==> src/rtl/led_bus_arbiter_if.sv <==
// Requester-side and register-bus-side signals of the LED bus arbiter.
// The arbiter uses the slave view; the surrounding logic uses the master view.
interface led_bus_arbiter_if #(
  parameter int unsigned NUM_REQ   = 2,
  parameter int unsigned ADDR_BITS = 4,
  parameter int unsigned DATA_BITS = 8
);
  localparam int unsigned ID_BITS = (NUM_REQ > 1) ? $clog2(NUM_REQ) : 1;

  logic [NUM_REQ-1:0]           req;
  logic [NUM_REQ-1:0]           we;
  logic [NUM_REQ*ADDR_BITS-1:0] addr;
  logic [NUM_REQ*DATA_BITS-1:0] wdata;
  logic [NUM_REQ-1:0]           ack;
  logic [DATA_BITS-1:0]         rdata;

  logic [ADDR_BITS-1:0]         bus_addr;
  logic [DATA_BITS-1:0]         bus_wdata;
  logic                         bus_w_en;
  logic                         bus_r_en;
  logic [DATA_BITS-1:0]         bus_rdata;

  logic                         busy;
  logic [ID_BITS-1:0]           grant_id;

  modport slave (
    input  req, we, addr, wdata, bus_rdata,
    output ack, rdata, bus_addr, bus_wdata, bus_w_en, bus_r_en, busy, grant_id
  );

  modport master (
    output req, we, addr, wdata, bus_rdata,
    input  ack, rdata, bus_addr, bus_wdata, bus_w_en, bus_r_en, busy, grant_id
  );
endinterface

==> src/rtl/led_bus_arbiter.sv <==
// Round-robin arbiter that serialises single-register requests onto the
// led_controller bus: one setup cycle, one strobe cycle, then an ack cycle.
module led_bus_arbiter #(
  parameter int unsigned NUM_REQ   = 2,
  parameter int unsigned ADDR_BITS = 4,
  parameter int unsigned DATA_BITS = 8
) (
  input  logic               clk_400K,
  input  logic               reset,
  led_bus_arbiter_if.slave   bif
);
  localparam int unsigned ID_BITS = (NUM_REQ > 1) ? $clog2(NUM_REQ) : 1;

  typedef enum logic [1:0] {
    IDLE   = 2'd0,
    SETUP  = 2'd1,
    STROBE = 2'd2,
    DONE   = 2'd3
  } state_e;

  state_e               state_q;
  logic [ID_BITS-1:0]   last_q;
  logic [ID_BITS-1:0]   grant_q;
  logic                 we_q;
  logic [ADDR_BITS-1:0] bus_addr_q;
  logic [DATA_BITS-1:0] bus_wdata_q;
  logic                 bus_w_en_q;
  logic                 bus_r_en_q;
  logic                 busy_q;
  logic [NUM_REQ-1:0]   ack_q;
  logic [DATA_BITS-1:0] rdata_q;

  logic [ID_BITS-1:0]   cand_c;
  logic [ID_BITS-1:0]   win_c;
  logic                 win_vld_c;

  // Round-robin search starting one past the last granted requester.
  always_comb begin
    cand_c    = '0;
    win_c     = '0;
    win_vld_c = 1'b0;
    for (int unsigned k = 0; k < NUM_REQ; k++) begin
      cand_c = ID_BITS'((32'(last_q) + 32'd1 + k) % NUM_REQ);
      if (!win_vld_c && bif.req[cand_c]) begin
        win_c     = cand_c;
        win_vld_c = 1'b1;
      end
    end
  end

  always_ff @(posedge clk_400K) begin
    if (reset) begin
      state_q     <= IDLE;
      last_q      <= ID_BITS'(NUM_REQ - 1);
      grant_q     <= '0;
      we_q        <= 1'b0;
      bus_addr_q  <= '0;
      bus_wdata_q <= '0;
      bus_w_en_q  <= 1'b0;
      bus_r_en_q  <= 1'b0;
      busy_q      <= 1'b0;
      ack_q       <= '0;
      rdata_q     <= '0;
    end else begin
      ack_q <= '0;
      unique case (state_q)
        IDLE: begin
          bus_w_en_q <= 1'b0;
          bus_r_en_q <= 1'b0;
          if (win_vld_c) begin
            grant_q     <= win_c;
            we_q        <= bif.we[win_c];
            bus_addr_q  <= bif.addr[32'(win_c)*ADDR_BITS +: ADDR_BITS];
            bus_wdata_q <= bif.wdata[32'(win_c)*DATA_BITS +: DATA_BITS];
            busy_q      <= 1'b1;
            state_q     <= SETUP;
          end
        end
        SETUP: begin
          bus_w_en_q <= we_q;
          bus_r_en_q <= ~we_q;
          state_q    <= STROBE;
        end
        STROBE: begin
          bus_w_en_q <= 1'b0;
          bus_r_en_q <= 1'b0;
          if (!we_q) rdata_q <= bif.bus_rdata;
          ack_q   <= NUM_REQ'(1) << grant_q;
          state_q <= DONE;
        end
        DONE: begin
          last_q  <= grant_q;
          busy_q  <= 1'b0;
          state_q <= IDLE;
        end
        default: state_q <= IDLE;
      endcase
    end
  end

  assign bif.ack       = ack_q;
  assign bif.rdata     = rdata_q;
  assign bif.bus_addr  = bus_addr_q;
  assign bif.bus_wdata = bus_wdata_q;
  assign bif.bus_w_en  = bus_w_en_q;
  assign bif.bus_r_en  = bus_r_en_q;
  assign bif.busy      = busy_q;
  assign bif.grant_id  = grant_q;
endmodule

==> src/flat_wrapper.sv <==
// flat-port wrapper written by rule: the top's interface ports become plain ports
module led_bus_arbiter_flat 
#(
  parameter int unsigned NUM_REQ   = 2,
  parameter int unsigned ADDR_BITS = 4,
  parameter int unsigned DATA_BITS = 8
)
  (clk_400K, reset, bif_req, bif_we, bif_addr, bif_wdata, bif_bus_rdata, bif_ack, bif_rdata, bif_bus_addr, bif_bus_wdata, bif_bus_w_en, bif_bus_r_en, bif_busy, bif_grant_id);
  led_bus_arbiter_if #(.NUM_REQ(NUM_REQ), .ADDR_BITS(ADDR_BITS), .DATA_BITS(DATA_BITS)) bif_i ();
  input  logic clk_400K;
  input  logic reset;
  input wire logic [$bits(bif_i.req)-1:0] bif_req;
  input wire logic [$bits(bif_i.we)-1:0] bif_we;
  input wire logic [$bits(bif_i.addr)-1:0] bif_addr;
  input wire logic [$bits(bif_i.wdata)-1:0] bif_wdata;
  input wire logic [$bits(bif_i.bus_rdata)-1:0] bif_bus_rdata;
  output wire logic [$bits(bif_i.ack)-1:0] bif_ack;
  output wire logic [$bits(bif_i.rdata)-1:0] bif_rdata;
  output wire logic [$bits(bif_i.bus_addr)-1:0] bif_bus_addr;
  output wire logic [$bits(bif_i.bus_wdata)-1:0] bif_bus_wdata;
  output wire logic [$bits(bif_i.bus_w_en)-1:0] bif_bus_w_en;
  output wire logic [$bits(bif_i.bus_r_en)-1:0] bif_bus_r_en;
  output wire logic [$bits(bif_i.busy)-1:0] bif_busy;
  output wire logic [$bits(bif_i.grant_id)-1:0] bif_grant_id;
  assign bif_i.req = bif_req;
  assign bif_i.we = bif_we;
  assign bif_i.addr = bif_addr;
  assign bif_i.wdata = bif_wdata;
  assign bif_i.bus_rdata = bif_bus_rdata;
  assign bif_ack = bif_i.ack;
  assign bif_rdata = bif_i.rdata;
  assign bif_bus_addr = bif_i.bus_addr;
  assign bif_bus_wdata = bif_i.bus_wdata;
  assign bif_bus_w_en = bif_i.bus_w_en;
  assign bif_bus_r_en = bif_i.bus_r_en;
  assign bif_busy = bif_i.busy;
  assign bif_grant_id = bif_i.grant_id;
  led_bus_arbiter #(.NUM_REQ(NUM_REQ), .ADDR_BITS(ADDR_BITS), .DATA_BITS(DATA_BITS)) u_core (.clk_400K(clk_400K), .reset(reset), .bif(bif_i));
endmodule
==> config.mk <==
export PLATFORM = sky130hd
export DESIGN_NAME = led_bus_arbiter_flat
export DESIGN_NICKNAME = d
export VERILOG_FILES = /design/src/rtl/led_bus_arbiter_if.sv /design/src/rtl/led_bus_arbiter.sv /design/src/flat_wrapper.sv
export SDC_FILE = /design/constraint.sdc
export NUM_CORES = 1
export LEC_CHECK = 0
export BUFFER_PORTS_ARGS = -buffer_cell sky130_fd_sc_hd__buf_2
export CAP_MARGIN = 20
export CORE_UTILIZATION = 45
export CTS_CLUSTER_DIAMETER = 40
export DETAILED_ROUTE_END_ITERATION = 16
export GPL_TIMING_DRIVEN = 0
export PLACE_DENSITY = 0.86
export RECOVER_POWER = 25
export SYNTH_ARGS = -nofsm -noshare
export SYNTH_HDL_FRONTEND = slang
export SYNTH_SLANG_ARGS = --single-unit
==> constraint.sdc <==
create_clock -name clk_400K -period 1.75 [get_ports clk_400K]
set_input_delay 0.2625 -clock clk_400K [delete_from_list [all_inputs] [get_ports clk_400K]]
set_output_delay 0.2625 -clock clk_400K [all_outputs]
set_load 0.005 [all_outputs]
== After elaboration in Yosys (flattened, before gate mapping) ==
Index checks and enable logic that the tools add are counted.
Operators by class
  shift operators: 3
  mux-type cells: 16
  bitwise gates (word level): 2
  magnitude comparators: 3
  equal/unequal tests: 4
  $add $sub $neg: 2
  reduce and logical (&&, ||, !) cells: 10
Operators with widths (number)
  16-bit by 5-bit variable part select with 8-bit output: 1
  1-bit two-way mux: 11
  2-bit case mux with 4 select lines: 1
  8-bit by 4-bit variable part select with 4-bit output: 1
  1-bit by 2-bit less-than comparator with 1-bit output, second input constant: 3
  1-bit case mux with 2 select lines: 3
  2-bit AND reduction: 3
  2-bit equality test, second input constant: 2
  2-bit nonzero test: 2
  2-bit OR reduction: 2
  1-bit adder, second input constant: 2
  2-bit by 1-bit equality test with 1-bit output, second input constant: 1
  2-bit logical NOT: 1
  2-bit two-way mux: 1
  2-bit by 1-bit inequality test with 1-bit output, second input constant: 1
  1-bit NOT: 2
  1-bit by 1-bit left shift with 2-bit output, first input constant: 1
  1-bit logical AND: 1
  1-bit logical NOT: 1
Storage, ports and cells
  flip-flop bits (word level): 30
  input port bits: 38
  output and inout port bits: 26
  logic and storage cells: 51

== Depth between registers and ports, before layout ==
Gate-level depths: netlist (run 1).
  depth after elaboration: 9
  mapped depth: 6

== Worst setup path after synthesis (run 1) ==
No wires, ideal clock.
  path kind: register to register
  from: register u_core.state_q[0]
  to: register u_core.bus_wdata_q[1] (netlist: u_core.bif.bus_wdata[1])
  data arrival time: 1.305 ns
  library setup time: 0.080 ns
  required time: 1.670 ns
  stages on the path, launching flop included: 7
  path slack: 0.364 ns
  cells stage by stage: dfxtp_1 -> inv_1 -> ha_1 -> o21ai_2 -> buf_2 -> a21oi_2 -> a211oi_2
On the way
  word-level cells in the longest chain between the ends: 2
RTL lines
  from (decl): line led_bus_arbiter.sv:21  | state_e state_q;
  from (signal assigned): line led_bus_arbiter.sv:53  | state_q <= IDLE;
  from (signal assigned): line led_bus_arbiter.sv:76  | state_q <= SETUP;
  from (signal assigned): line led_bus_arbiter.sv:82  | state_q <= STROBE;
  2-bit logical NOT: line led_bus_arbiter.sv:66  | unique case (state_q)
  2-bit AND reduction (no line)
  to (signal assigned): line led_bus_arbiter.sv:74  | bus_wdata_q <= bif.wdata[32'(win_c)*DATA_BITS +: DATA_BITS];
  to (decl): line led_bus_arbiter.sv:26  | logic [DATA_BITS-1:0] bus_wdata_q;
No other way between the ends.
A chain may end at the register's enable or synchronous reset.

== Final worst setup path (run 1) ==
Ends and elaborated chain as after synthesis.

==> flow_summary.ini, run 1 <==
[sta]
fin_crit_ns = 1.624
timing.fmax_mhz = 615.9
slew_headroom = 0.5985
maxSlewViolCount = 0
rsz0062_at_grt = no
setup_tns_ns = 0
clock_skew_ns = 0.005162
period_share = 0.9278
setup_violations = 0
worst_pin_slew_ns = 0.6022
hold_viol_final = 0

[drt]
ant_nets = 0
wl_per_cell_microns = 12.71
drt-vias-per-instance = 5.092
dr_wl_met2_microns = 1557
wl_met1_microns = 1328
drcViolationCount = 0
wl_met3_microns = 123
drtIter0Drc = 16
dr.pass1.iters = 3
dr.max_layer_used = met4
totalWireLength_microns = 3051
dr_total_vias = 1222

[cts]
cts_tree = done
postCtsSetupBuffers = 0
htreeDepth = 2
clockBufferDepth = 2
cts-resized-gates = 0
cts_buffers = 5
cts-root-buf = clkbuf_4
clkSlewWorstSetupHoldPaths_ns = 0.09
clock-sinks = 30
hold_buffers = 0
insertion_delay_ns = 0.32

[synth]
synth_nets = 181
syn_area_sq_mm = 0.001336
ys_ff_latch = 30
seq_area_frac_synth = 0.4494
avgSynthCellArea_sq_um = 9.614
syn_inst = 139
yosys_warnings = 0
synthDistinctLibCells = 28

[cells_and_area]
nets = 250
area_delta_synth_final_pct = 30.34
antenna_cells = 0
layout_common_cells = buf_2 (61), dfxtp_1 (30), nor2_1 (26)
final_cells = 240
final_common_cell = buf_2
drive_gt1_frac = 0.4402

[die]
core-area_sq_mm = 0.002781
ios = 64
die_h_microns = 56.50
die_w_microns = 56.50
initial_core_util = 0.4804
fp.dieArea_sq_mm = 0.003192
rows = 19

[global_route]
grt-ovfl-total = 0
grt_pass1_wl_microns = 5064
antenna_found_initial = 0
grt_max_degree = 11
grt_pass1_vias = 1213
grtUsageTotal = 0.2054

[power_and_ir_drop]
p_per_area_mw_per_mm2 = 1484
peakVddDrop_mv = 1.029
power_leakage_nw = 0.8183

[worst_setup_path]
endpoint_kind = flop
crit_chain = inv_1 > ha_1 > o21ai_2 > buf_2 > a21oi_2 > a211oi_2
max_stage_delay_ns = 0.39
cp.required_ns = 1.99
cpMaxStageDelayCell = dfxtp_1
critPathArrivalTime_ns = 1.86
critPathMaxFanout = 10
timing_worst_setup_path_type = flop to flop
start_kind = flop

[placement]
place_inst = 232
io_buffers = 62
globalplace.congestion = 0.7341
dpl.hpwl_microns = 2305

[min_path]
hold_path_class = input port to flop

[run]
timing.max_cap.violations = 0

[run_status]
status = complete, no violations
==> routing by layer <==
layer,up-vias,GRT usage
li1,615,-
met3,5,0.04839
met5,-,0
met1,571,0.2425
met4,0,0.09408
met2,31,0.3496
==> worst paths after layout <==
kind                       start                      end  slack, ns  depth (start not counted)
max            u_core.state_q[0]  u_core.bif.bus_wdata[1]       0.13                          6
min             bif_bus_rdata[4]      u_core.bif.rdata[4]       0.18                          3
max reg2reg    u_core.state_q[0]  u_core.bif.bus_wdata[1]       0.13                          6
min reg2reg  u_core.bif.rdata[4]      u_core.bif.rdata[4]       0.50                          2
==> synth_stat cells <==
| master | count | area [sq um] |
|---|---|---|
| dfxtp_1 | 30 | 600.6 |
| nor2_1 | 26 | 97.59 |
| nand2_1 | 14 | 52.55 |
| a211oi_2 | 9 | 112.6 |
| a21oi_2 | 9 | 78.83 |
| mux2i_1 | 9 | 90.09 |
| a21oi_1 | 7 | 35.03 |
| a211oi_1 | 5 | 37.54 |
| ha_1 | 4 | 50.05 |
| clkbuf_1 | 3 | 11.26 |
| inv_1 | 3 | 11.26 |
| buf_2 | 2 | 10.01 |
| buf_4 | 2 | 15.01 |
| nor3b_1 | 2 | 15.01 |
| a211o_1 | 1 | 8.760 |
| a21bo_2 | 1 | 10.01 |
| a21boi_4 | 1 | 18.77 |
| a22oi_1 | 1 | 7.510 |
| and2_1 | 1 | 6.260 |
| and3b_1 | 1 | 8.760 |
| buf_6 | 1 | 11.26 |
| nor2b_1 | 1 | 6.260 |
| nor3_1 | 1 | 5.000 |
| nor4_1 | 1 | 6.260 |
| nor4b_1 | 1 | 8.760 |
| o21a_1 | 1 | 7.510 |
| o21ai_0 | 1 | 5.000 |
| o21ai_2 | 1 | 8.760 |
==> critical path, delay by kind of cell, from the launching register on <==
kind                       cells  cell delay (ns)
buffers and inverters          2             0.42
AOI/OAI and AO/OA              3             0.42
DFF                            1             0.39
adders and majority gates      1             0.30
==> kinds of logic after synthesis <==
logic type | after synthesis | synth area share
simple gates | 48 | 0.1545
compound gates | 37 | 0.2472
flops | 30 | 0.4494
buf+inv | 11 | 0.04400
mux | 9 | 0.06742
fa+ha+maj | 4 | 0.03745
==> layout make-up <==
| type | instances | area (sq um) |
|---|---|---|
| Sequential cell | 30 | 600.6 |
| Clock inverter | 1 | 5.005 |
| Tap cell | 31 | 38.79 |
| Clock buffer | 7 | 55.05 |
| Inverter | 3 | 11.26 |
| Multi-Input combinational cell | 98 | 676.9 |
| Fill cell | 260 | 1040 |
| Timing Repair Buffer | 62 | 306.5 |
| Buffer | 8 | 47.55 |
==> flip-flops by register name, indices dropped and copies added (netlist names) <==
name                  count
u_core.bif.bus_wdata      8
u_core.state_q            2
u_core.bif.bus_w_en       1
u_core.bif.grant_id       1
u_core.last_q             1
u_core.bif.ack            2
u_core.bif.busy           1
u_core.we_q               1
u_core.bif.rdata          8
u_core.bif.bus_addr       4
u_core.bif.bus_r_en       1
==> through the flow <==
stage | util | setup slack [ns] | power (mW) | hold WS [ns] | area [sq um]
finish | 0.6262 | 0.1263 | 2.585 | 0.1783 | 1742
global route | 0.6262 | 0.01392 | 2.777 | 0.1735 | 1742
CTS | 0.6275 | 0.1300 | 2.613 | 0.1670 | 1745
detailed placement | 0.6059 | 0.1655 | 2.183 | 0.4815 | 1685
global placement | 0.6059 | 0.1769 | 2.151 | 0.4702 | 1685
floorplan | - | 0.3644 | 1.821 | 0.4035 | 1336
==> power by group <==
group / switching [mW] / internal, mW / total, mW / leakage, nW
registers: 0.132 / 0.894 / 1.03 / 0.247
clock network: 0.233 / 0.195 / 0.427 / 0.0353
logic: 0.609 / 0.522 / 1.13 / 0.536
total: 0.974 / 1.61 / 2.58 / 0.818
No activity file was read; power rests on OpenSTA's default activity.
==> inputs of run 2 (changes only) <==
--- a/config.mk
+++ b/config.mk
@@ -10,7 +10,6 @@
 export CORE_UTILIZATION = 45
 export CTS_CLUSTER_DIAMETER = 40
 export DETAILED_ROUTE_END_ITERATION = 16
-export GPL_TIMING_DRIVEN = 0
 export PLACE_DENSITY = 0.86
 export RECOVER_POWER = 25
 export SYNTH_ARGS = -nofsm -noshare
==> run 2 against run 1 <==
Compared with the run above: critical path depth unchanged; via count decreased by 2.5%; non-clock buffer count fell by 5.
==> flow_summary.ini, run 2 (same netlist as run 1, synthesis figures left out) <==
[run_status]
status = complete, no violations

[global_route]
grtUsageTotal = 0.2099
antenna_found_initial = 0
grt-ovfl-total = 0
grt_pass1_wl_microns = 5133
grt_pass1_vias = 1138
grt_max_degree = 31

[sta]
hold_viol_final = 0
worst_pin_slew_ns = 0.8316
setup_violations = 0
clock_skew_ns = 0.008418
rsz0062_at_grt = no
fin_crit_ns = 1.516
setup_tns_ns = 0
timing.fmax_mhz = 659.5
maxSlewViolCount = 0
period_share = 0.8665
slew_headroom = 0.4455
worst_slack_ns = 0.2336

[cells_and_area]
antenna_cells = 0
nets = 245
final_common_cell = buf_2
area_delta_synth_final_pct = 29.87
drive_gt1_frac = 0.4510
layout_common_cells = buf_2 (60), dfxtp_1 (30), nor2_1 (26)
final_cells = 235
nFillCells = 236
final_util = 0.6239

[run]
timing.max_cap.violations = 0

[cts]
insertion_delay_ns = 0.32
clock-sinks = 30
htreeDepth = 2
clockBufferDepth = 2
clkSlewWorstSetupHoldPaths_ns = 0.09
cts_tree = done
cts_buffers = 5
cts-root-buf = clkbuf_4

[power_and_ir_drop]
power_switching_uw = 978.1
p_clk_frac = 0.188
power_leakage_nw = 0.8122
p_sw_frac = 0.3665
seqPwrFrac = 0.385
power.internal_mw = 1.691
p_per_area_mw_per_mm2 = 1538
p_comb_frac = 0.427
peakVddDrop_mv = 1.149

[placement]
io_buffers = 63
globalplace.congestion = 0.7774
dp_worst_setup_slack_ns = 0.1683
dpl.hpwl_microns = 2187
place_inst = 227

[die]
die_h_microns = 56.50
initial_core_util = 0.4804
fp.dieArea_sq_mm = 0.003192
core-area_sq_mm = 0.002781
ios = 64
rows = 19
die_w_microns = 56.50

[drt]
wl_per_cell_microns = 12.86
dr_total_vias = 1191
drcViolationCount = 0
drtIter0Drc = 15
drt-vias-per-instance = 5.068
dr.pass1.iters = 4
totalWireLength_microns = 3023
ant_nets = 0

[min_path]
whs_path_depth = 3
hp-start = bif_bus_rdata[3]
hold_path_class = input port to flop
min_to = u_core.bif.rdata[3]

[worst_setup_path]
reg2reg_slack_ns = 0.23
worstReg2RegEnd = u_core.bif.bus_wdata[0]
endpoint_kind = flop
timing_worst_setup_path_type = flop to flop
reg2reg_depth = 6
start_kind = flop
critPathMaxFanout = 9
critPathArrivalTime_ns = 1.76
r2r_start = u_core.state_q[0]
cp.required_ns = 1.99
## run 2: changes by cell type in the layout (fill, tap and decap cells not counted), sizes merged
cell / delta
clkinv: -1
clkbuf: -2
buf: -2
## run 2: what timing repair did
item	4_1_cts	5_1_grt
endpoints found under the setup margin	0	1
hold buffers	0	0
setup buffers	0	0
resized for setup	0	1
## run 2: metal layers
layer | routed length [microns] | part of all wire | track usage | vias up
met3 | 163 | 0.054 | 0.06912 | 5
li1 | - | - | - | 611
met5 | 0 | 0 | 0 | -
met4 | 46 | 0.015 | 0.07317 | 0
met1 | 1307 | 0.43 | 0.2443 | 546
met2 | 1506 | 0.50 | 0.3580 | 29
## run 2: how the worst max path moves through the flow
stage	start	end	slack, ns	depth (start not counted)
5_1_grt	u_core.state_q[0]	u_core.bif.bus_wdata[0]	0.09	6
3_3_place_gp	bif_req[1]	u_core.bif.bus_addr[0]	0.27	4
3_5_place_dp	u_core.state_q[0]	u_core.bif.bus_wdata[7]	0.17	5
6_report	u_core.state_q[0]	u_core.bif.bus_wdata[0]	0.23	6
4_1_cts	u_core.state_q[0]	u_core.bif.bus_wdata[7]	0.16	5
2_1_floorplan	u_core.state_q[0]	u_core.bif.bus_wdata[1]	0.36	6
## run 2: critical path: stages (launching register included)
cell      delay, ns
dfxtp_1        0.35
inv_1          0.10
ha_2           0.27
o21a_1         0.27
buf_4          0.21
nor2_1         0.06
a211oi_2       0.18
## run 2: cell type report
cell class / count / area, sq um / area share
clock buffers: 8 / 78.83 / 0.04542
inverters: 3 / 11.26 / 0.006489
well taps: 31 / 38.79 / 0.02235
repair buffers: 65 / 326.6 / 0.1882
flip-flops and latches: 30 / 600.6 / 0.3461
multi-input cells: 98 / 679.4 / 0.3915
## run 2: power by group through the flow
stage / Sequential, mW / Combinational, mW / Clock (mW)
after floorplan: 1.04 / 0.782 / 0
after global placement: 1.03 / 1.10 / 0
after detailed placement: 1.04 / 1.14 / 0
after CTS: 1.03 / 1.15 / 0.514
after global routing: 1.05 / 1.28 / 0.551
final: 1.03 / 1.14 / 0.502
## run 2: metrics by stage
step / hold slack [ns] / area, sq um / power (mW)
2_1_floorplan: 0.4035 / 1336 / 1.821
3_3_place_gp: 0.4685 / 1658 / 2.137
3_5_place_dp: 0.4699 / 1658 / 2.178
4_1_cts: 0.1553 / 1737 / 2.687
5_1_grt: 0.1741 / 1735 / 2.888
6_report: 0.1672 / 1735 / 2.669
==> inputs of run 3 (changes only) <==
--- a/config.mk
+++ b/config.mk
@@ -5,12 +5,12 @@
 export SDC_FILE = /design/constraint.sdc
 export NUM_CORES = 1
 export LEC_CHECK = 0
-export BUFFER_PORTS_ARGS = -buffer_cell sky130_fd_sc_hd__buf_2
 export CAP_MARGIN = 20
 export CORE_UTILIZATION = 45
 export CTS_CLUSTER_DIAMETER = 40
 export DETAILED_ROUTE_END_ITERATION = 16
-export PLACE_DENSITY = 0.86
+export DONT_BUFFER_PORTS = 1
+export PLACE_DENSITY = 0.68
 export RECOVER_POWER = 25
 export SYNTH_ARGS = -nofsm -noshare
 export SYNTH_HDL_FRONTEND = slang
==> run 3 against run 2 <==
Compared with the run above: clock-buffer cell count shrank 2; cell count shrank 26%; first-iteration DRC count grew 67%; combinational power shrank 22%; clock power shrank 13%; clock skew shrank 0.0041 ns; non-clock buffer count shrank 60.
==> flow_summary.ini, run 3 (same netlist as run 1, synthesis figures left out) <==
[drt]
totalWireLength_microns = 2679
drt-vias-per-instance = 5.617
drtIter0Drc = 25
dr_total_vias = 983
wl_per_cell_microns = 15.31
drcViolationCount = 0
dr.pass1.iters = 2
ant_nets = 0

[sta]
rsz0062_at_grt = no
fin_crit_ns = 1.531
setup_tns_ns = 0
hold_viol_final = 0
worst_pin_slew_ns = 0.7788
fin_hold_ws_ns = 0.03611
setup_violations = 0
slew_headroom = 0.4807
maxSlewViolCount = 0
period_share = 0.8748
clock_skew_ns = 0.004271
timing.fmax_mhz = 653.2

[cts]
clock-sinks = 30
insertion_delay_ns = 0.32
postCtsSetupBuffers = 0
cts-resized-gates = 0
clkSlewWorstSetupHoldPaths_ns = 0.09
hold_buffers = 2
htreeDepth = 2
cts-root-buf = clkbuf_4
clockBufferDepth = 2
cts_tree = done
cts_buffers = 5

[placement]
globalplace.congestion = 0.7183
io_buffers = 0
dpl.hpwl_microns = 1931
place_inst = 164

[power_and_ir_drop]
power_switching_uw = 916.7
power.total_mw = 2.396
p_clk_frac = 0.182
p_sw_frac = 0.3826
peakVddDrop_mv = 1.069
p_per_area_mw_per_mm2 = 1662
power_leakage_nw = 0.5517
seqPwrFrac = 0.445
power.internal_mw = 1.479
p_comb_frac = 0.373

[cells_and_area]
drive_gt1_frac = 0.2222
multi_input_area_sq_um = 676.9
nets = 185
antenna_cells = 0
area_delta_synth_final_pct = 7.865
final_common_cell = dfxtp_1
layout_common_cells = dfxtp_1 (30), nor2_1 (26), nand2_1 (14)
seq_area_sq_um = 600.6
nFillCells = 267
final_cells = 175

[global_route]
grt-ovfl-total = 0
antenna_found_initial = 0
grtUsageTotal = 0.1742
grt_pass1_vias = 970
grt_pass1_wl_microns = 4243
grt_max_degree = 28

[worst_setup_path]
critPathArrivalTime_ns = 1.77
r2r_start = u_core.state_q[0]
worstReg2RegEnd = u_core.bif.bus_addr[1]
reg2reg_depth = 6
startpoint = u_core.state_q[0]
timing_worst_setup_path_type = flop to flop
start_kind = flop
cp-endpoint = u_core.bif.bus_addr[1]
cp.required_ns = 1.99
reg2reg_slack_ns = 0.22
critPathMaxFanout = 10
endpoint_kind = flop

[die]
core-area_sq_mm = 0.002781
initial_core_util = 0.4804
rows = 19
ios = 64
die_h_microns = 56.50
die_w_microns = 56.50
fp.dieArea_sq_mm = 0.003192

[min_path]
whs_path_depth = 1
hold_path_class = input port to flop

[run_status]
status = complete, no violations

[run]
timing.max_cap.violations = 0
## run 3: worst max-delay path, cell delays in order (launching register included)
cell      delay, ns
dfxtp_1        0.35
inv_1          0.09
ha_1           0.29
o21a_1         0.26
buf_4          0.20
nor2_1         0.06
a211oi_2       0.19
## run 3: area by class of cell
class / count / area share
clock buffer: 6 / 0.03559
clock inverter: 2 / 0.008681
inverter: 3 / 0.007813
multi-input combinational: 98 / 0.4696
sequential: 30 / 0.4167
tap: 31 / 0.02691
timing repair buffer: 5 / 0.03472
## run 3: worst min-delay path by stage
stage / from / end
2_1_floorplan: bif_addr[0] / u_core.bif.bus_addr[0]
3_3_place_gp: reset / u_core.bif.bus_wdata[2]
3_5_place_dp: reset / u_core.bif.bus_wdata[1]
4_1_cts: reset / u_core.last_q
5_1_grt: reset / u_core.last_q
6_report: reset / u_core.last_q
## run 3: layer usage
| layer | part of all wire | GRT usage | vias to the layer above | routed length (microns) |
|---|---|---|---|---|
| li1 | - | - | 490 | - |
| met1 | 0.39 | 0.1770 | 451 | 1049 |
| met2 | 0.51 | 0.3059 | 38 | 1363 |
| met3 | 0.087 | 0.08525 | 4 | 232 |
| met4 | 0.013 | 0.06272 | 0 | 34 |
| met5 | 0 | 0 | - | 0 |
## run 3: power by group through the flow
| stage | clock network (mW) | registers [mW] | logic (mW) |
|---|---|---|---|
| 2_1_floorplan | 0 | 1.04 | 0.782 |
| 3_3_place_gp | 0 | 1.08 | 0.852 |
| 3_5_place_dp | 0 | 1.09 | 0.896 |
| 4_1_cts | 0.453 | 1.07 | 0.914 |
| 5_1_grt | 0.478 | 1.09 | 1.02 |
| 6_report | 0.435 | 1.07 | 0.893 |
## run 3: per-stage QoR
| step | area (sq um) | utilization | setup slack [ns] |
|---|---|---|---|
| after floorplan | 1336 | - | 0.3644 |
| after global placement | 1343 | 0.4827 | 0.2980 |
| after detailed placement | 1343 | 0.4827 | 0.2172 |
| after CTS | 1426 | 0.5128 | 0.1885 |
| after global routing | 1441 | 0.5182 | 0.09043 |
| final | 1441 | 0.5182 | 0.2191 |
